## config.mk

```make
export PLATFORM = sky130hd
export DESIGN_NAME = conv_window_counter
export DESIGN_NICKNAME = d
export VERILOG_FILES = /design/src/rtl/cnn_pkg.sv /design/src/rtl/wrap_counter.sv /design/src/rtl/conv_window_counter.sv
export SDC_FILE = /design/constraint.sdc
export NUM_CORES = 1
export LEC_CHECK = 0
export ABC_AREA = 1
export CAP_MARGIN = 20
export CORE_MARGIN = 2
export CORE_UTILIZATION = 40
export DETAILED_ROUTE_END_ITERATION = 6
export SLEW_MARGIN = 10
export SYNTH_ARGS = -nofsm -noshare
export SYNTH_HDL_FRONTEND = slang
export SYNTH_HIERARCHICAL = 1
export SYNTH_SLANG_ARGS = --single-unit
```

## constraint.sdc

```tcl
create_clock -name clk -period 14.5 [get_ports clk]
set_input_delay 4.35 -clock clk [delete_from_list [all_inputs] [get_ports clk]]
set_output_delay 4.35 -clock clk [all_outputs]
set_load 0.03 [all_outputs]
```

## src/rtl/cnn_pkg.sv

```systemverilog
// cnn_pkg: shared state encoding and default widths for the CNN address generators
package cnn_pkg;
    localparam int DIM_W_DEF  = 8;
    localparam int ADDR_W_DEF = 16;
    localparam int CNT_W_DEF  = 16;
    typedef enum logic {IDLE, RUN} state_e;
endpackage

```

## src/rtl/wrap_counter.sv

```systemverilog
// wrap_counter: stepping position counter that returns to zero once value+step passes limit
module wrap_counter #(
    parameter int W = 8
) (
    input  logic         clk,
    input  logic         rst_n,
    input  logic         clr_i,
    input  logic         en_i,
    input  logic [W-1:0] step_i,
    input  logic [W-1:0] limit_i,
    output logic [W-1:0] nxt_o,
    output logic         wrap_o
);
    logic [W-1:0] value_q, value_d;
    // One extra bit so value+step never wraps near the top of the range
    assign wrap_o = ({1'b0, value_q} + {1'b0, step_i}) > {1'b0, limit_i};
    // Clear beats enable; on enable either step forward or fold back to zero
    always_comb value_d = clr_i ? '0 : (en_i ? (wrap_o ? '0 : value_q + step_i) : value_q);
    // Position register
    always_ff @(posedge clk or negedge rst_n)
        if (!rst_n) value_q <= '0;
        else value_q <= value_d;
    assign nxt_o = value_d;
endmodule

```

## src/rtl/conv_window_counter.sv

```systemverilog
// conv_window_counter: walks a square feature map in convolution order emitting kernel-tap addresses
module conv_window_counter
    import cnn_pkg::*;
#(
    parameter int DIM_W  = DIM_W_DEF,
    parameter int ADDR_W = ADDR_W_DEF,
    parameter int CNT_W  = CNT_W_DEF
) (
    input  logic              clk,
    input  logic              rst_n,
    input  logic              start,
    input  logic              abort,
    input  logic [DIM_W-1:0]  size,
    input  logic [DIM_W-1:0]  ksize,
    input  logic [DIM_W-1:0]  stride,
    output logic [ADDR_W-1:0] addr,
    output logic              valid,
    input  logic              ready,
    output logic              last_k,
    output logic              last,
    output logic              done,
    output logic              err,
    output logic              busy,
    output logic [CNT_W-1:0]  count
);
    localparam int DW2 = 2 * DIM_W;
    state_e state_q, state_d;
    logic [DIM_W-1:0] size_q, ksize_q, stride_q, size_d, ksize_d, stride_d, kmax_d;
    logic [DIM_W-1:0] kc_n, kr_n, col_n, row_n;
    logic [ADDR_W-1:0] addr_q, addr_d;
    logic [CNT_W-1:0] count_q, count_d;
    logic [DW2-1:0] lin;
    logic last_k_q, last_k_d, last_q, last_d, done_q, done_d, err_q, err_d;
    logic cfg_ok, accept, hs, fin, clr, run_n, row_end_n, map_end_n;
    logic wrap_kc, wrap_kr, wrap_col, wrap_row;
    // Start decode, handshake and next state; abort overrides everything else
    always_comb begin
        cfg_ok  = ksize != '0 && stride != '0 && ksize <= size;
        accept  = state_q == IDLE && start && !abort && cfg_ok;
        err_d   = state_q == IDLE && start && !abort && !cfg_ok;
        hs      = state_q == RUN && ready && !abort;
        fin     = hs && last_q;
        done_d  = fin;
        clr     = accept || abort;
        state_d = abort ? IDLE : (accept ? RUN : (fin ? IDLE : state_q));
        run_n   = state_d == RUN;
        count_d = accept ? '0 : ((hs && count_q != '1) ? count_q + CNT_W'(1) : count_q);
    end
    // Configuration as it will be seen by the next tap
    always_comb begin
        size_d   = accept ? size : size_q;
        ksize_d  = accept ? ksize : ksize_q;
        stride_d = accept ? stride : stride_q;
        kmax_d   = ksize_d - DIM_W'(1);
    end
    wrap_counter #(.W(DIM_W)) u_kc (
        .clk(clk), .rst_n(rst_n), .clr_i(clr), .en_i(hs),
        .step_i(DIM_W'(1)), .limit_i(ksize_q - DIM_W'(1)), .nxt_o(kc_n), .wrap_o(wrap_kc)
    );
    wrap_counter #(.W(DIM_W)) u_kr (
        .clk(clk), .rst_n(rst_n), .clr_i(clr), .en_i(hs && wrap_kc),
        .step_i(DIM_W'(1)), .limit_i(ksize_q - DIM_W'(1)), .nxt_o(kr_n), .wrap_o(wrap_kr)
    );
    wrap_counter #(.W(DIM_W)) u_col (
        .clk(clk), .rst_n(rst_n), .clr_i(clr), .en_i(hs && wrap_kc && wrap_kr),
        .step_i(stride_q), .limit_i(size_q - ksize_q), .nxt_o(col_n), .wrap_o(wrap_col)
    );
    wrap_counter #(.W(DIM_W)) u_row (
        .clk(clk), .rst_n(rst_n), .clr_i(clr), .en_i(hs && wrap_kc && wrap_kr && wrap_col),
        .step_i(stride_q), .limit_i(size_q - ksize_q), .nxt_o(row_n), .wrap_o(wrap_row)
    );
    // Address and end-of-window/pass flags for the tap presented next cycle
    always_comb begin
        lin       = (DW2'(row_n) + DW2'(kr_n)) * DW2'(size_d) + DW2'(col_n) + DW2'(kc_n);
        addr_d    = run_n ? ADDR_W'(lin) : '0;
        row_end_n = ({1'b0, col_n} + {1'b0, stride_d} + {1'b0, ksize_d}) > {1'b0, size_d};
        map_end_n = ({1'b0, row_n} + {1'b0, stride_d} + {1'b0, ksize_d}) > {1'b0, size_d};
        last_k_d  = run_n && kc_n == kmax_d && kr_n == kmax_d;
        last_d    = last_k_d && row_end_n && map_end_n;
    end
    // FSM state, latched configuration and all registered outputs
    always_ff @(posedge clk or negedge rst_n)
        if (!rst_n) begin
            state_q  <= IDLE;
            size_q   <= '0;
            ksize_q  <= '0;
            stride_q <= '0;
            addr_q   <= '0;
            last_k_q <= 1'b0;
            last_q   <= 1'b0;
            done_q   <= 1'b0;
            err_q    <= 1'b0;
            count_q  <= '0;
        end else begin
            state_q  <= state_d;
            size_q   <= size_d;
            ksize_q  <= ksize_d;
            stride_q <= stride_d;
            addr_q   <= addr_d;
            last_k_q <= last_k_d;
            last_q   <= last_d;
            done_q   <= done_d;
            err_q    <= err_d;
            count_q  <= count_d;
        end
    assign valid  = state_q == RUN;
    assign busy   = state_q == RUN;
    assign addr   = addr_q;
    assign last_k = last_k_q;
    assign last   = last_q;
    assign done   = done_q;
    assign err    = err_q;
    assign count  = count_q;
endmodule

```

* Word-level counts from Yosys, hierarchy flattened
Index checks and enable logic that the tools add are counted.
** Cells by class
- Magnitude comparators :: 7
- Multipliers :: 1
- Multiplexer cells :: 21
- Eq/ne operators :: 3
- Reductions and logical operators :: 23
- Bitwise logic cells :: 1
- Add/subtract/negate cells :: 19
** Operator list (number)
- $mux 8 :: 15
- $gt 9x8->1 :: 6
- $mux 16 :: 3
- $add 8x8->9 :: 5
- $add 16x8->16 :: 2
- $add 8x1->9 const B :: 2
- $add 9x8->9 :: 2
- $logic_and 1x1->1 :: 17
- $add 16x1->16 const B :: 1
- $add 8x1->8 const B :: 2
- $add 8x8->8 :: 2
- $eq 8x8->1 :: 2
- $mul 9x8->16 :: 1
- $ne 16x16->1 const B :: 1
- $reduce_bool 8->1 :: 2
- $sub 8x1->8 const B :: 2
- $le 8x8->1 :: 1
- $sub 8x8->8 :: 1
- $mux 1 :: 3
- $logic_not 1->1 :: 2
- $reduce_bool 2->1 :: 1
- $logic_or 1x1->1 :: 1
- $not 1->1 :: 1
** Word-level totals
- Register bits :: 93
- Output and inout port bits :: 38

* Depth between registers and ports, before layout
Gate-level depths: netlist of run 1.
- Depth after elaboration :: 12
- Depth in mapped cells :: 53
- Gate-level depth less buffers :: 52

* By module
Netlist of run 1, hierarchy kept.
** Modules (own cells, without submodules)
- conv_window_counter :: seq. area each 1526.5 µm², area each 7937.6 µm², cells each 1013, instances 1
- wrap_counter :: seq. area each 200.2 µm², area each 1002.2 µm², cells each 150, instances 4

* Worst setup path after synthesis of run 1
Ideal clock, no wire load.
- Path type :: input-to-reg
- Start point :: input port size[7]
- End point :: register addr_q[13] (netlist: addr[13])
- Stages on the path :: 43
- Data required time :: 14374 ps
- Arrival time :: 11493 ps
- Setup slack :: 2880 ps
- Setup time :: 126 ps
- Cell sequence :: inv_1 -> ha_1 -> nand2_1 -> nor2_2 -> nand2_1 -> nand2_1 -> nand2_1 -> nand3_2 -> buf_6 -> clkbuf_1 -> clkbuf_1 -> nand2_1 -> buf_1 -> a21oi_1 -> ha_1 -> nand3_1 -> nand2_1 -> a21oi_1 -> [7 not listed] -> inv_1 -> fa_1 -> fa_1 -> fa_1 -> inv_1 -> fa_1 -> inv_1 -> ha_1 -> inv_1 -> nor2_1 -> o21ai_0 -> nand2_1 -> nand2_1 -> nand2_1 -> a21oi_1 -> o21ai_0 -> o21ai_0 -> a21oi_1
** Between the ends
- Word-level cells in the longest chain between the ends :: 10
- Elaborated cells between the ends (all ways) :: 16
- Those cells by class :: add/sub: 3; mul: 1; order compare: 1; mux: 8; reduce/logical: 3
** RTL lines
- start: declaration :: line conv_window_counter.sv:13 : input logic [DIM_W-1:0] size,
- $le 8x8->1 :: line conv_window_counter.sv:38 : cfg_ok = ksize != '0 && stride != '0 && ksize <= size;
- $logic_and 1x1->1 :: line conv_window_counter.sv:38
- $logic_and 1x1->1 :: line conv_window_counter.sv:39 : accept = state_q == IDLE && start && !abort && cfg_ok;
- $logic_or 1x1->1 :: line conv_window_counter.sv:44 : clr = accept || abort;
- net clr :: line conv_window_counter.sv:34 : logic cfg_ok, accept, hs, fin, clr, run_n, row_end_n, map_end_n;
- $mux 8 :: line wrap_counter.sv:18 : always_comb value_d = clr_i ? '0 : (en_i ? (wrap_o ? '0 : value_q + step_i) : value_q);
- net kr_n[1] :: line conv_window_counter.sv:29 : logic [DIM_W-1:0] kc_n, kr_n, col_n, row_n;
- $add 8x8->9 :: line conv_window_counter.sv:74 : lin = (DW2'(row_n) + DW2'(kr_n)) * DW2'(size_d) + DW2'(col_n) + DW2'(kc_n);
- $mul 9x8->16 :: line conv_window_counter.sv:74
- $add 16x8->16 (2 in series) :: line conv_window_counter.sv:74
- $mux 16 :: line conv_window_counter.sv:75 : addr_d = run_n ? ADDR_W'(lin) : '0;
- net addr_d[13] :: line conv_window_counter.sv:30 : logic [ADDR_W-1:0] addr_q, addr_d;
- end signal: assignment :: line conv_window_counter.sv:99 : addr_q <= addr_d;
- end: declaration :: line conv_window_counter.sv:30
The timed path passes the listed nets, and every way through them passes these cells.
A chain may end at the register's enable or synchronous reset.

* Worst setup path in the final report of run 1
Ends and elaborated chain as after synthesis.

==> results of run 1 <==
==> cell type report <==
class	count	area [sq um]
Clock inverter	5	60.1
Sequential cell	93	2330
Fill cell	3021	16100
Inverter	349	1310
Multi-Input combinational cell	1168	8270
Timing Repair Buffer	73	711
Tap cell	390	488
Clock buffer	10	229
==> worst min-delay path, delay by kind of cell, from the launching register on <==
family	cells	cell delay, ns
DFF	1	0.39
AOI/OAI and AO/OA	1	0.08
buffers and inverters	1	0.05
==> registers in the layout, summed over array words and instances (netlist names) <==
name / cells
u_kr/value_q: 8
last: 1
last_k: 1
err: 1
ksize_q: 8
u_kc/value_q: 8
size_q: 8
u_col/value_q: 8
stride_q: 8
addr: 16
done: 1
count: 16
busy: 1
u_row/value_q: 8
==> layer usage <==
layer	GRT usage	wire, microns	vias to the layer above
met5	0	0	-
met4	0.0709	920	0
met3	0.0286	1190	54
met2	0.383	16000	226
met1	0.273	14400	4846
li1	-	-	5233
==> power breakdown <==
group | total, W | internal [W] | leakage [nW] | switching (W)
combinational | 0.000791 | 0.000283 | 6.03 | 0.000508
clock | 0.000247 | 0.000134 | 0.139 | 0.000113
sequential | 0.000299 | 0.000278 | 1.25 | 0.0000208
==> cell usage in the layout, fill, tap and decap left out, types with 3 or more instances in the layout <==
cell type and n:
sky130_fd_sc_hd__nand2_2 12, sky130_fd_sc_hd__nand4_1 24, sky130_fd_sc_hd__nand2_4 3, sky130_fd_sc_hd__o21ai_0 44, sky130_fd_sc_hd__inv_1 331, sky130_fd_sc_hd__dfrtp_1 93
sky130_fd_sc_hd__inv_2 15, sky130_fd_sc_hd__nand2_1 332, sky130_fd_sc_hd__a21o_1 6, sky130_fd_sc_hd__clkdlybuf4s50_1 65, sky130_fd_sc_hd__or2_2 8, sky130_fd_sc_hd__o21bai_1 4
sky130_fd_sc_hd__clkinv_1 3, sky130_fd_sc_hd__nand3b_1 14, sky130_fd_sc_hd__a21oi_1 102, sky130_fd_sc_hd__nand3_1 86, sky130_fd_sc_hd__nor3_1 15, sky130_fd_sc_hd__nor2_1 127
sky130_fd_sc_hd__a21oi_2 12, sky130_fd_sc_hd__clkbuf_16 9, sky130_fd_sc_hd__xnor2_1 14, sky130_fd_sc_hd__ha_1 168, sky130_fd_sc_hd__a21oi_4 4, sky130_fd_sc_hd__nand3_2 9
sky130_fd_sc_hd__and3_1 5, sky130_fd_sc_hd__o21ai_1 10, sky130_fd_sc_hd__o21ai_2 9, sky130_fd_sc_hd__fa_1 78, sky130_fd_sc_hd__buf_4 8, sky130_fd_sc_hd__nor2_2 4
sky130_fd_sc_hd__conb_1 18, sky130_fd_sc_hd__xor2_1 38
==> worst min path at each step <==
stage | cells past startpoint | startpoint | end
6_report | 2 | count[1]$_DFFE_PN0P_ | count[1]$_DFFE_PN0P_
5_1_grt | 2 | count[1]$_DFFE_PN0P_ | count[1]$_DFFE_PN0P_
4_1_cts | 2 | count[1]$_DFFE_PN0P_ | count[1]$_DFFE_PN0P_
3_5_place_dp | 2 | count[1]$_DFFE_PN0P_ | count[1]$_DFFE_PN0P_
3_3_place_gp | 1 | count[15]$_DFFE_PN0P_ | count[15]$_DFFE_PN0P_
2_1_floorplan | 2 | ksize_q[2]$_DFF_PN0_ | ksize_q[2]$_DFF_PN0_
==> metrics by stage <==
step / worst slack [ns] / util / cells
3_3_place_gp: 1.73 / 0.445 / 2073
5_1_grt: 1.13 / 0.454 / 2088
2_1_floorplan: 2.88 / - / 1628
3_5_place_dp: 1.60 / 0.445 / 2073
6_report: 1.93 / 0.454 / 2088
4_1_cts: 1.98 / 0.454 / 2088
==> results_dict.tcl, run 1 <==
set metrics [dict create \
    core.rowCount 63 \
    hpwlAfterDp_mm 27.3 \
    post_route_cells_drive_above_1_share 0.0612 \
    timing.final.hold_violations 0 \
    die_height_microns 177 \
    relSlewSlack 0.383 \
    cts_tree "built" \
    p_total_w 0.00134 \
    postSynthAreaPerCell_sq_um 7.41 \
    clock_sinks 93 \
    cts_root_buffer "sky130_fd_sc_hd__clkbuf_16" \
    critical_path_arrival_ns 12.81 \
    crit_path_max_fanout 20 \
    synthesis.yosys.warnings 6 \
    number_of_buffers_added_to_fix_hold_violations_after_cts 0 \
    path_class "in -> reg" \
    first_global_vias 10300 \
    critical_path_top_delay_cell "sky130_fd_sc_hd__fa_1" \
    crit_family "adder cells" \
    grt_usage 0.217 \
    max_slew.worst_pin.slew_ns 0.926 \
    critical_path.reg2reg.endpoint "addr[13]$_DFF_PN0_" \
    core_region_area_sq_um 29500 \
    worst_setup_path_end "addr[13]$_DFF_PN0_" \
    end_kind "flop" \
    die_w_microns 177 \
    crit_path_max_incr_delay_ns 0.55 \
    crit_share_post_route 0.867 \
    cts-htree-levels 3 \
    cts.repair_timing.setup_buffer_count 0 \
    via_count 10400 \
    num_io_pins 67 \
    grt_setup_unrepaired "false" \
    max-clock-path-buffers 2 \
    maximum_number_of_pins_on_one_net_before_global_route_repair 70 \
    area_of_the_die_sq_um 31300 \
    initial_core_utilization 0.405 \
    route.detailed.vias_per_inst 4.96 \
    grt_first_pass_wirelength_mm 52.7 \
    design.final.nets 1969 \
    cp.buffers_inverters 8 \
    rr_worst_depth 50 \
    detail_route.drc_violations 0 \
    antenna_cells 0 \
    power_leakage_nw 7.41 \
    totalWireLength_mm 32.4 \
    timing.critical_path.depth 40 \
    antenna_found_initial 0 \
    synthToLayoutAreaGrowth_pct 12.2 \
    avgRoutedWirePerCell_microns 15.5 \
    worstReg2RegStart "ksize_q[2]$_DFF_PN0_" \
    timing.critical_path.required_ns 14.74 \
    detailedRoute.firstPassIterationCount 5 \
    cts_clk_pin_slew_worst_paths_ns 0.07 \
    drtIter0Drc 585 \
    route.antenna.remaining_nets 0 \
    synthesis.instances 1612 \
    maxCapViolCount 0 \
    global_route.overflow_total 0 \
    standard_cell_area_after_detailed_placement_sq_um 13100 \
    reg2reg_slack_ns 4.40 \
    critical_path.most_common_cell "sky130_fd_sc_hd__nand2_1" \
    vdd_ir_drop_max_v 0.0000519 \
    routabilityCongestion 0.866 \
    outcome "finished clean" \
    clk-insertion-delay-late_ns 0.36 \
    cts_resized 0 \
    critical_path.startpoint_type "input pin" \
    cp-startpoint "size[7]" \
    final_max_slew_viol_count 0 \
    fmax_ghz 0.0796 \
    worst_clock_skew_ns 0.0103 \
    buffer_ports.inserted 66 \
    power_per_cell_area_nw_per_um2 99.8 \
    cts_inserted_buffers 9 \
    synth_area_sq_um 11900 \
    holdCritPathClass "reg -> reg" \
    final_area_sq_um 13400 \
    setup_viol 0 \
    finalWorstPathRequiredPeriod_ns 12.57 \
    worst_hold_slack_ns 0.554 \
    fin_tns_setup_ns 0 \
]
(Power assumes the default switching activity.)
==> run 2: changes to the inputs <==
==> constraint.sdc (replaced) <==
create_clock -name clk -period 12.7 [get_ports clk]
set_input_delay 3.81 -clock clk [delete_from_list [all_inputs] [get_ports clk]]
set_output_delay 3.81 -clock clk [all_outputs]
set_load 0.03 [all_outputs]
==> run 2 against run 1 <==
- global-route usage rose by 0.27 points
- flip-flop and latch count did not move
- worst hold slack improved by 0.0018 ns
- clock-buffer cell count did not move
- die area did not move
- total power rose by 17%
- register-to-register slack got worse by 1.8 ns
- largest power group unchanged
- combinational power rose by 13%
- sequential share of layout area fell by 0.12 points
- first-iteration DRC count fell by 7.4%
- via count fell by 0.32%
- utilization rose by 0.32 points
==> results_dict.tcl, run 2 (synthesis results as in run 1) <==
set metrics [dict create \
    worstReg2RegStart "ksize_q[2]$_DFF_PN0_" \
    route.antenna.remaining_nets 0 \
    fin_tns_setup_ns 0 \
    finalWorstPathRequiredPeriod_ns 11.60 \
    avgRoutedWirePerCell_microns 15.6 \
    clk-insertion-delay-late_ns 0.37 \
    detailedPlace.worstSlack_ns 0.806 \
    clock_sinks 93 \
    min_delay_path_depth 1 \
    pwr-share-seq 0.220 \
    final_area_sq_um 13500 \
    global_route.overflow_total 0 \
    grt_usage 0.219 \
    hold_path_startpoint "count[15]$_DFFE_PN0P_" \
    cts.repair_timing.setup_buffer_count 0 \
    hpwlAfterDp_mm 27.5 \
    die_w_microns 177 \
    layout.core_utilization 0.458 \
    power.share.clock 0.206 \
    routabilityCongestion 0.906 \
    final_max_slew_viol_count 0 \
    synthToLayoutAreaGrowth_pct 13.0 \
    grt_setup_unrepaired "false" \
    die_height_microns 177 \
    seq_area_sq_um 2330 \
    buffer_ports.inserted 66 \
    timing.critical_path.required_ns 12.96 \
    met2_usage 0.388 \
    grt_first_pass_wirelength_mm 53.3 \
    antenna_cells 0 \
    setup_viol 0 \
    first_global_vias 10300 \
    totalWireLength_mm 32.7 \
    initial_core_utilization 0.405 \
    power.internal_w 0.000823 \
    core_region_area_sq_um 29500 \
    met1_usage 0.284 \
    layout_common_cells "sky130_fd_sc_hd__nand2_1, sky130_fd_sc_hd__inv_1, sky130_fd_sc_hd__ha_1" \
    power_per_cell_area_nw_per_um2 116 \
    top_usage_layer "met2" \
    critical_path_arrival_ns 11.86 \
    critical_path.most_common_cell "sky130_fd_sc_hd__nand2_1" \
    switching_power_w 0.000738 \
    worst_clock_skew_ns 0.0122 \
    number_of_buffers_added_to_fix_hold_violations_after_cts 0 \
    path_class "in -> reg" \
    crit_path_max_incr_delay_ns 0.55 \
    cts_tree "built" \
    critical_path_top_delay_cell "sky130_fd_sc_hd__fa_1" \
    global_route.usage.met3 0.0223 \
    post_route_cells_drive_above_1_share 0.0657 \
    critical_path.startpoint_type "input pin" \
    vdd_ir_drop_max_v 0.0000656 \
    critical_path.reg2reg.endpoint "addr[13]$_DFF_PN0_" \
    antenna_found_initial 0 \
    power.share.switching 0.473 \
    standard_cell_area_after_detailed_placement_sq_um 13200 \
    detail_route.drc_violations 0 \
    crit_share_post_route 0.913 \
    holdCritPathClass "reg -> reg" \
    cts-htree-levels 3 \
    end_kind "flop" \
    cts_clk_pin_slew_worst_paths_ns 0.08 \
    area_taken_by_multi_input_logic_gates_sq_um 8270 \
    cts_inserted_buffers 9 \
    cts_root_buffer "sky130_fd_sc_hd__clkbuf_16" \
    design.final.nets 1975 \
    drtIter0Drc 542 \
    worst_hold_path.endpoint "count[15]$_DFFE_PN0P_" \
    max-clock-path-buffers 2 \
    num_io_pins 67 \
    reg2reg_slack_ns 2.62 \
    timing.final.hold_violations 0 \
    fmax_ghz 0.0862 \
    detailedRoute.firstPassIterationCount 5 \
    max_slew.worst_pin.slew_ns 0.941 \
    cts_resized 0 \
    finalWorstSetupSlack_ns 1.10 \
    outcome "finished clean" \
    area_of_the_die_sq_um 31300 \
    maximum_number_of_pins_on_one_net_before_global_route_repair 71 \
    crit_path_max_fanout 20 \
    comb_power_share 0.574 \
    maxCapViolCount 0 \
    route.detailed.vias_per_inst 4.93 \
    via_count 10300 \
    relSlewSlack 0.373 \
    power_leakage_nw 7.47 \
    most_common_cell_after_layout_fill_and_taps_aside "sky130_fd_sc_hd__nand2_1" \
    core.rowCount 63 \
    fill_cells 3038 \
    rr_worst_depth 50 \
]
-- run 2: metrics by stage --
step	power, W	hold WS [ns]	instances
finish	0.00156	0.556	2095
global route	0.00172	0.588	2095
CTS	0.00157	0.561	2095
detailed placement	0.00124	0.542	2079
global placement	0.00122	0.536	2079
floorplan	0.000991	0.503	1628
-- run 2: worst max-delay path by stage --
stage,startpoint,to,slack [ns],cells after the start
after floorplan,size[7],addr[13]$_DFF_PN0_,1.62,43
after global placement,size[7],addr[13]$_DFF_PN0_,0.94,41
after detailed placement,size[7],addr[13]$_DFF_PN0_,0.81,40
after CTS,size[7],addr[13]$_DFF_PN0_,1.20,40
after global routing,size[7],addr[13]$_DFF_PN0_,0.53,41
final,size[7],addr[13]$_DFF_PN0_,1.10,40
-- run 2: power by group through the flow --
stage                     registers, W  clock network (W)  logic, W
after floorplan               0.000341                  0  0.000650
after global placement        0.000348                  0  0.000874
after detailed placement      0.000349                  0  0.000891
after CTS                     0.000343           0.000328  0.000897
after global routing          0.000346           0.000341   0.00103
final                         0.000343           0.000322  0.000896
-- run 2: cell type report --
class | count | share of cell area
Sequential cell | 93 | 0.173
Inverter | 349 | 0.0971
Tap cell | 390 | 0.0362
Clock buffer | 10 | 0.0177
Clock inverter | 6 | 0.00742
Multi-Input combinational cell | 1168 | 0.613
Timing Repair Buffer | 79 | 0.0560
-- run 2: worst max-delay path: cells and delay by family --
| family | cells | cell delay, ns |
|---|---|---|
| buf+inv | 8 | 1.26 |
| fa+ha+maj | 9 | 3.68 |
| compound gates | 8 | 1.13 |
| xor+xnor | 1 | 0.44 |
| simple gates | 14 | 1.50 |
-- run 2: routing by layer --
metal / vias up / share of wire
li1: 5254 / -
met1: 4865 / 0.45
met2: 169 / 0.50
met3: 38 / 0.031
met4: 0 / 0.021
met5: - / 0
